===== src/rtl/fetch_pkg.sv =====
// Shared types and constants for the instruction fetch sequencer.
// Holds the FSM state encoding, word size and J-format field widths.
package fetch_pkg;

    typedef enum logic [1:0] {
        ST_IDLE  = 2'd0,
        ST_REQ   = 2'd1,
        ST_VALID = 2'd2,
        ST_DRAIN = 2'd3
    } fetch_state_t;

    localparam logic [31:0] WORD_BYTES = 32'd4;
    localparam int          WORD_SHIFT = 2;
    localparam int          JIDX_W     = 26;
    localparam int          JHI_W      = 4;
    localparam int          WAIT_W     = 8;

endpackage


===== src/rtl/fetch_target_calc.sv =====
// Combinational redirect target selection for branch, jump and jump-register.
// A jump takes priority over a branch raised in the same cycle.
module fetch_target_calc
    import fetch_pkg::*;
(
    input  logic              branch,
    input  logic [31:0]       offset,
    input  logic              jump,
    input  logic              jump_sel,
    input  logic [JIDX_W-1:0] jump_index,
    input  logic [31:0]       jump_reg,
    input  logic [31:0]       base_pc,
    output logic [31:0]       target,
    output logic              redirect
);

    logic signed [31:0] offset_s;
    logic signed [31:0] byte_offset_s;

    assign offset_s      = signed'(offset);
    assign byte_offset_s = offset_s <<< WORD_SHIFT;

    always_comb begin
        redirect = branch | jump;
        target   = base_pc + unsigned'(byte_offset_s);
        if (jump) begin
            if (jump_sel) begin
                target = jump_reg;
            end else begin
                target = {base_pc[31:32-JHI_W], jump_index, 2'b00};
            end
        end
    end

endmodule


===== src/rtl/fetch_sequencer.sv =====
// Fetch path controller: owns the PC, runs the imem req/ack handshake and
// presents each fetched word to decode, handling redirects mid-fetch.
module fetch_sequencer
    import fetch_pkg::*;
#(
    parameter logic [31:0] RESET_PC = 32'h0000_0000,
    parameter int          MAX_WAIT = 15
) (
    input  logic              Clk,
    input  logic              Reset,
    output logic              ImemReq,
    output logic [31:0]       ImemAddr,
    input  logic              ImemAck,
    input  logic [31:0]       ImemData,
    output logic [31:0]       Instruction,
    output logic              InstrValid,
    input  logic              DecodeReady,
    output logic [31:0]       NextInstruct,
    input  logic              Branch,
    input  logic [31:0]       InstructOffset,
    input  logic              Jump,
    input  logic              JumpSel,
    input  logic [JIDX_W-1:0] JumpInstruction,
    input  logic [31:0]       JumpRegister,
    input  logic [31:0]       BasePC,
    output logic              ImemTimeout
);

    localparam logic [WAIT_W-1:0] MAX_WAIT_C = WAIT_W'(MAX_WAIT);

    function automatic logic [WAIT_W-1:0] sat_inc(input logic [WAIT_W-1:0] v);
        return (v == '1) ? v : v + 1'b1;
    endfunction

    fetch_state_t      state;
    logic [31:0]       pc;
    logic [31:0]       pending;
    logic [WAIT_W-1:0] wait_cnt;
    logic [WAIT_W-1:0] wait_inc;
    logic [31:0]       target;
    logic              redirect;

    fetch_target_calc u_target (
        .branch     (Branch),
        .offset     (InstructOffset),
        .jump       (Jump),
        .jump_sel   (JumpSel),
        .jump_index (JumpInstruction),
        .jump_reg   (JumpRegister),
        .base_pc    (BasePC),
        .target     (target),
        .redirect   (redirect)
    );

    assign ImemAddr = pc;
    assign wait_inc = sat_inc(wait_cnt);

    always_ff @(posedge Clk or posedge Reset) begin
        if (Reset) begin
            state        <= ST_IDLE;
            pc           <= RESET_PC;
            pending      <= '0;
            wait_cnt     <= '0;
            ImemReq      <= 1'b0;
            InstrValid   <= 1'b0;
            Instruction  <= '0;
            NextInstruct <= '0;
            ImemTimeout  <= 1'b0;
        end else begin
            case (state)
                ST_IDLE: begin
                    state    <= ST_REQ;
                    ImemReq  <= 1'b1;
                    wait_cnt <= '0;
                end
                ST_REQ: begin
                    if (ImemAck) begin
                        wait_cnt <= '0;
                        if (redirect) begin
                            // Word is stale; the new request goes out next cycle.
                            pc <= target;
                        end else begin
                            Instruction  <= ImemData;
                            NextInstruct <= pc + WORD_BYTES;
                            pc           <= pc + WORD_BYTES;
                            InstrValid   <= 1'b1;
                            ImemReq      <= 1'b0;
                            state        <= ST_VALID;
                        end
                    end else if (redirect) begin
                        // Request cannot be withdrawn; finish it at the old address.
                        pending  <= target;
                        wait_cnt <= '0;
                        state    <= ST_DRAIN;
                    end else begin
                        wait_cnt <= wait_inc;
                        if (wait_inc >= MAX_WAIT_C) ImemTimeout <= 1'b1;
                    end
                end
                ST_VALID: begin
                    if (redirect) begin
                        InstrValid <= 1'b0;
                        pc         <= target;
                        ImemReq    <= 1'b1;
                        wait_cnt   <= '0;
                        state      <= ST_REQ;
                    end else if (DecodeReady) begin
                        InstrValid <= 1'b0;
                        ImemReq    <= 1'b1;
                        wait_cnt   <= '0;
                        state      <= ST_REQ;
                    end
                end
                ST_DRAIN: begin
                    if (ImemAck) begin
                        pc       <= redirect ? target : pending;
                        wait_cnt <= '0;
                        state    <= ST_REQ;
                    end else begin
                        if (redirect) pending <= target;
                        wait_cnt <= wait_inc;
                        if (wait_inc >= MAX_WAIT_C) ImemTimeout <= 1'b1;
                    end
                end
                default: begin
                    state   <= ST_IDLE;
                    ImemReq <= 1'b0;
                end
            endcase
        end
    end

endmodule


===== config.mk =====
export PLATFORM = sky130hd
export DESIGN_NAME = fetch_sequencer
export DESIGN_NICKNAME = d
export VERILOG_FILES = /design/src/rtl/fetch_pkg.sv /design/src/rtl/fetch_target_calc.sv /design/src/rtl/fetch_sequencer.sv
export SDC_FILE = /design/constraint.sdc
export NUM_CORES = 1
export LEC_CHECK = 0
export ABC_AREA = 1
export CORE_UTILIZATION = 50
export CTS_CLUSTER_DIAMETER = 150
export CTS_CLUSTER_SIZE = 14
export DETAILED_ROUTE_END_ITERATION = 10
export MAX_ROUTING_LAYER = met4
export PLACE_DENSITY = 0.9
export SKIP_LAST_GASP = 1
export SYNTH_ARGS = -nofsm -noshare
export SYNTH_HDL_FRONTEND = slang
export SYNTH_SLANG_ARGS = --single-unit

===== constraint.sdc =====
create_clock -name Clk -period 5 [get_ports Clk]
set_input_delay 0.5 -clock Clk [delete_from_list [all_inputs] [get_ports Clk]]
set_output_delay 0.5 -clock Clk [all_outputs]
set_load 0.005 [all_outputs]

## Yosys cells after proc, flatten, opt, wreduce, memory -nomap -nowiden

Cells that the tools add are included.

- Bitwise gates (word level): 3
- $add $sub $neg: 3
- $lt $le $gt $ge: 1
- Reduce and logical (&&, ||, !) cells: 13
- Multiplexer cells: 37
- Equality and inequality tests: 13

Operators with widths:

| cell | number |
|---|---|
| $mux 32 | 7 |
| $pmux 32 s3 | 1 |
| $mux 8 | 6 |
| $add 32x3->32 const B | 1 |
| $add 32x32->32 | 1 |
| $pmux 8 s4 | 1 |
| $reduce_and 4->1 | 5 |
| $mux 1 | 12 |
| $mux 2 | 6 |
| $ne 2x2->1 const B | 6 |
| $ne 3x3->1 const B | 3 |
| $add 8x1->8 const B | 1 |
| $eq 8x8->1 const B | 1 |
| $ge 8x4->1 const B | 1 |
| $pmux 2 s4 | 1 |
| $reduce_bool 3->1 | 2 |
| $eq 2x2->1 const B | 2 |
| $pmux 1 s2 | 2 |
| $reduce_bool 2->1 | 2 |
| $pmux 1 s3 | 1 |
| $reduce_and 3->1 | 1 |
| $eq 2x1->1 const B | 1 |
| $logic_not 2->1 | 1 |
| $not 1->1 | 2 |
| other kinds (3) | 3 |

- Output and inout bits: 99
- Register bits: 141
- Bits of input ports: 161

## Longest topological paths before layout

- Depth in word-level cells: 7
- Gate-level depth with buffers: 17

## Hierarchy

Synthesis repeated with hierarchy kept, for this count alone.

- Cells, all modules: 1582
- Area total of the unflattened synthesis: 10107.2 um^2

Modules (own cells, without submodules):

| module | seq. area each (um^2) | area each (um^2) | times used | cells each |
|---|---|---|---|---|
| fetch_sequencer | 3528.4 | 7325.8 | 1 | 988 |
| fetch_target_calc | 0.0 | 2781.4 | 1 | 594 |

## Worst setup path after synthesis

OpenSTA, ideal clock, no wires.

- Path type: in2reg
- From: input port InstructOffset[0]
- To: register pc[22] (netlist: ImemAddr[22])
- Library setup time: 77 ps
- Data required time: 4923 ps
- Data arrival time: 2222 ps
- Buffers on the path: 0
- Stages on the path: 15
- Slack: 2701 ps
- Cells stage by stage: ha_1 > fa_1 > nand3_1 > nand3_1 > nand3_1 > nand3_1 > nand2_1 > nand2_1 > nand2_1 > nand2_1 > o21ai_0 > nand2_1 > nand2_1 > nand2_1 > a21oi_1

- Longest elaborated chain between the ends: 5

RTL lines:

| what | RTL line | source |
|---|---|---|
| start: declaration | fetch_sequencer.sv:20 | `input logic [31:0] InstructOffset,` |
| $add 32x32->32 * | fetch_target_calc.sv:25 | `target = base_pc + unsigned'(byte_offset_s);` |
| $mux 32 * | fetch_target_calc.sv:26 | `if (jump) begin` |
| $mux 32, on equally long branches | fetch_sequencer.sv:101, fetch_sequencer.sv:79 |  |
| $mux 32, on equally long branches | fetch_sequencer.sv:115, fetch_sequencer.sv:77 |  |
| $pmux 32 s3 * | fetch_sequencer.sv:70 | `case (state)` |
| end signal: assignment | fetch_sequencer.sv:81 | `pc <= target;` |
| end signal: assignment | fetch_sequencer.sv:103 | `pc <= target;` |
| end signal: assignment | fetch_sequencer.sv:116 | `pc <= redirect ? target : pending;` |
| end: declaration | fetch_sequencer.sv:36 | `logic [31:0] pc;` |

Every way passes the cells marked *; elsewhere a longest branch is shown, timed or not. The select of a mux whose other input is x is not followed.
A chain may end at the register's enable or synchronous reset.

## Final worst setup path

- From: input port Jump
- To: register NextInstruct[21]

- Longest elaborated chain between the ends: 3

RTL lines:

| what | RTL line | source |
|---|---|---|
| start: declaration | fetch_sequencer.sv:21 | `input logic Jump,` |
| $or 1x1->1 | fetch_target_calc.sv:24 | `redirect = branch \| jump;` |
| $not 1->1 (no source line) | -- |  |
| $reduce_and 3->1 (no source line) | -- |  |
| end signal: assignment | fetch_sequencer.sv:84 | `NextInstruct <= pc + WORD_BYTES;` |
| end: declaration | fetch_sequencer.sv:18 | `output logic [31:0] NextInstruct,` |

No other way between the ends.

==> metrics.txt <==
synthesis-stage register bit count=between 100 and 150; GR Layer Usage met2=0.551; synth top area cells=dfrtp_1, nand2_1, nor2_1; hold path depth=1; async set-reset flop share out of synthesis=1.00; Worst Hold Path EP=ImemTimeout; CP max-delay cell=clkinv_1; worst slew pin tran=1010 ps; first-pass GRT wire length=about 50,000 um; Reg clk slew, reported paths=about 70 ps; P_int=3.79 mW; PortBufs=approximately 260; syn avg cell area=between 6 and 7 um^2; placed cells=1,970; reg2reg end=NextInstruct[21]; critical path's most frequent cell=buf_4; Die Y=around 140 um; grt met1 use=0.369; Critical Path, Cell by Cell=clkdlybuf4s50_1, buf_4, nor2_4, buf_4, nand2_2, buf_4, clkinv_1, buf_4, nor2_1, a31oi_1; PD cells=around 480 nW/um^2; Detail Route Antenna Nets=0; Max Clk Rate=approximately 310 MHz; FF-to-FF Start=state[0]; mean number of vias per cell=about 5.4; DRC=0; die span in x=between 100 and 150 um; GP Congestion=approximately 1; dpl hpwl=about 23,000 um; post-CTS setup buffers=0; gr busiest metal=met2; top-count cell post-synth=nand2_1; # Max-Cap Violations=0; unrepaired setup endpoints after global routing=no; core area=between 15,000 and 20,000 um^2; Setup TNS Final=0 ps; Max FO, Critical Path=75; sw frac=0.396; clock network fraction of total power=0.208; sequential share of the synthesized area=0.364; clock sinks=141; share of power burned in registers=0.339; top_reg_cell synth=dfrtp_1; synth-to-layout area growth=34.8%; Tmin final=about 3200 ps; number of synthesized flops with an enable pin=0; clk root buf=clkbuf_16; Detailed Routing Iterations Pass 1=8; antenna violations before repair=0; CP Capture Type=flop; minimum hold slack=roughly 470 ps; final cell count without fillers=~2k; Skew-Pair Late Insertion Delay=430 ps; LEAKAGE=6.47 nW; drt initial violations=between 900 and 1k; largest area contributor in the netlist=dfrtp_1; Hold WC Path Type=reg2reg; layout cells sized above 1=0.0442; clock tree buffer depth=2; critical path class=in2reg; largest net degree at the start of global routing=114; Top Ports=260; synth warn=0; TritonCTS buffer count=17; outcome=finished, final reports clean; Final Skew=between 7 and 8 ps; Synth cell types=46; GR Layer Usage met3=0.0489; Slew headroom=0.325; Antenna Cells=0; via count=between 10k and 15k; standard-cell rows=50; Worst R2R Path Depth=8; Slew Limit Fails=0; hold path start=ImemTimeout; synth cell count leaders=nand2_1, nor2_1, inv_1; Worst EP required=about 5300 ps; Routed wire per std cell=around 16 um; CTS resizes=0; vias in the first global route=between 10k and 15k; initial core utilization=0.515; largest stage delay on the critical path=630 ps; Non-Filler Cell Area, Final=roughly 13,000 um^2; dpl cell area=~12,000 um^2; reg-to-reg slack, setup=around 1900 ps; die area=19,900 um^2; Gate power share=0.452; final-report setup violation count=0; Synth Instances=about 1.5k; CTS Hold Buffers Added=0; net switching power=roughly 2.5 mW; final worst-path cycle share=0.640; final WL=31,000 um; startpoint types=primary input; Overall Global Routing Usage=0.325; H-tree levels=4; CTS tree=built; Final Hold Viols=0; Worst EP arrival=between 3000 and 4000 ps; NumNets Final=1,922; worst vdd ir=0.327 mV; area share of the largest cell type after synthesis=0.364; syn_nets=about 1.7k; post-synthesis cell area=9690 um^2; grt total ovfl=0
## worst max-delay path: cells and delay by family
family	cells	cell delay [ps]
buffers and inverters	6	2620
and+or+nand+nor	3	290
AOI/OAI and AO/OA	1	50
## cell type report
| class | instances | area, um^2 |
|---|---|---|
| clock inverters | 14 | 173 |
| well taps | 260 | 325 |
| repair buffers | 268 | 2660 |
| multi-input cells | 1144 | 5360 |
| fillers | 1541 | 5760 |
| flip-flops and latches | 141 | 3530 |
| inverters | 157 | 594 |
| clock buffers | 18 | 429 |
## power by group through the flow
| stage | logic, mW | clock network (mW) | registers (mW) |
|---|---|---|---|
| detailed placement | 2.78 | 0 | 2.12 |
| global route | 3.11 | 1.37 | 2.19 |
| CTS | 2.82 | 1.31 | 2.12 |
| finish | 2.84 | 1.31 | 2.13 |
| global placement | 2.68 | 0 | 2.10 |
| floorplan | 1.44 | 0 | 2.06 |
## through the flow
| step | setup WS (ps) | utilization | total power [mW] |
|---|---|---|---|
| finish | 1800 | 0.694 | 6.28 |
| global route | 1580 | 0.694 | 6.67 |
| CTS | 1850 | 0.694 | 6.25 |
| detailed placement | 1430 | 0.662 | 4.90 |
| global placement | 1420 | 0.662 | 4.78 |
| floorplan | 719 | - | 3.49 |
## cell families (layout without fill, tap and decap cells)
logic type                 after synthesis  count (layout)  synth area share
adders and majority gates               32              32            0.0421
buffers and inverters                  210             457            0.0829
AOI/OAI and AO/OA                      228             228             0.131
DFF                                    141             141             0.364
and+or+nand+nor                        859             859             0.357
xor gates and xnor gates                25              25            0.0226
## worst max path at each step
stage                     cells past startpoint  startpoint          endpoint  slack, ps
after floorplan                               1       Reset       ImemAddr[0]        720
after CTS                                     9     ImemAck  NextInstruct[21]       1850
final                                        10        Jump  NextInstruct[21]       1800
after global placement                       10        Jump  NextInstruct[21]       1420
after global routing                         10        Jump  NextInstruct[21]       1580
after detailed placement                     10        Jump  NextInstruct[21]       1430
## registers in the layout, indices dropped and copies added (netlist names)
signal,flops
Instruction,32
InstrValid,1
ImemAddr,32
state,2
pending,32
ImemReq,1
wait_cnt,8
NextInstruct,32
ImemTimeout,1
## per-layer routing
metal,up-vias,share of wire
li1,5218,-
met1,4956,0.40
met2,510,0.49
met3,121,0.067
met4,0,0.048
met5,-,0
## cell usage in the layout (no fill, tap or decap), drive strengths merged, types with 2 or more instances in the layout
cell type,Yosys,layout
nor3,10,10
clkinv,3,4
o21ai,97,97
and3,3,3
ha,31,31
o22ai,6,6
or2,8,8
o21a,2,2
o221ai,2,2
nand3b,2,2
a31oi,25,25
buf,12,11
a21oi,73,73
bufinv,0,2
o21bai,7,7
inv,154,163
nand3,74,74
xor2,13,13
clkinvlp,0,2
o211ai,3,3
clkbuf,41,18
dfrtp,141,141
clkdlybuf4s50,0,257
xnor2,12,12
nand2,583,583
nor2,169,169
a221oi,4,4
a21boi,2,2
nand4,9,9
Note: power is estimated with default switching activity, not from simulation.
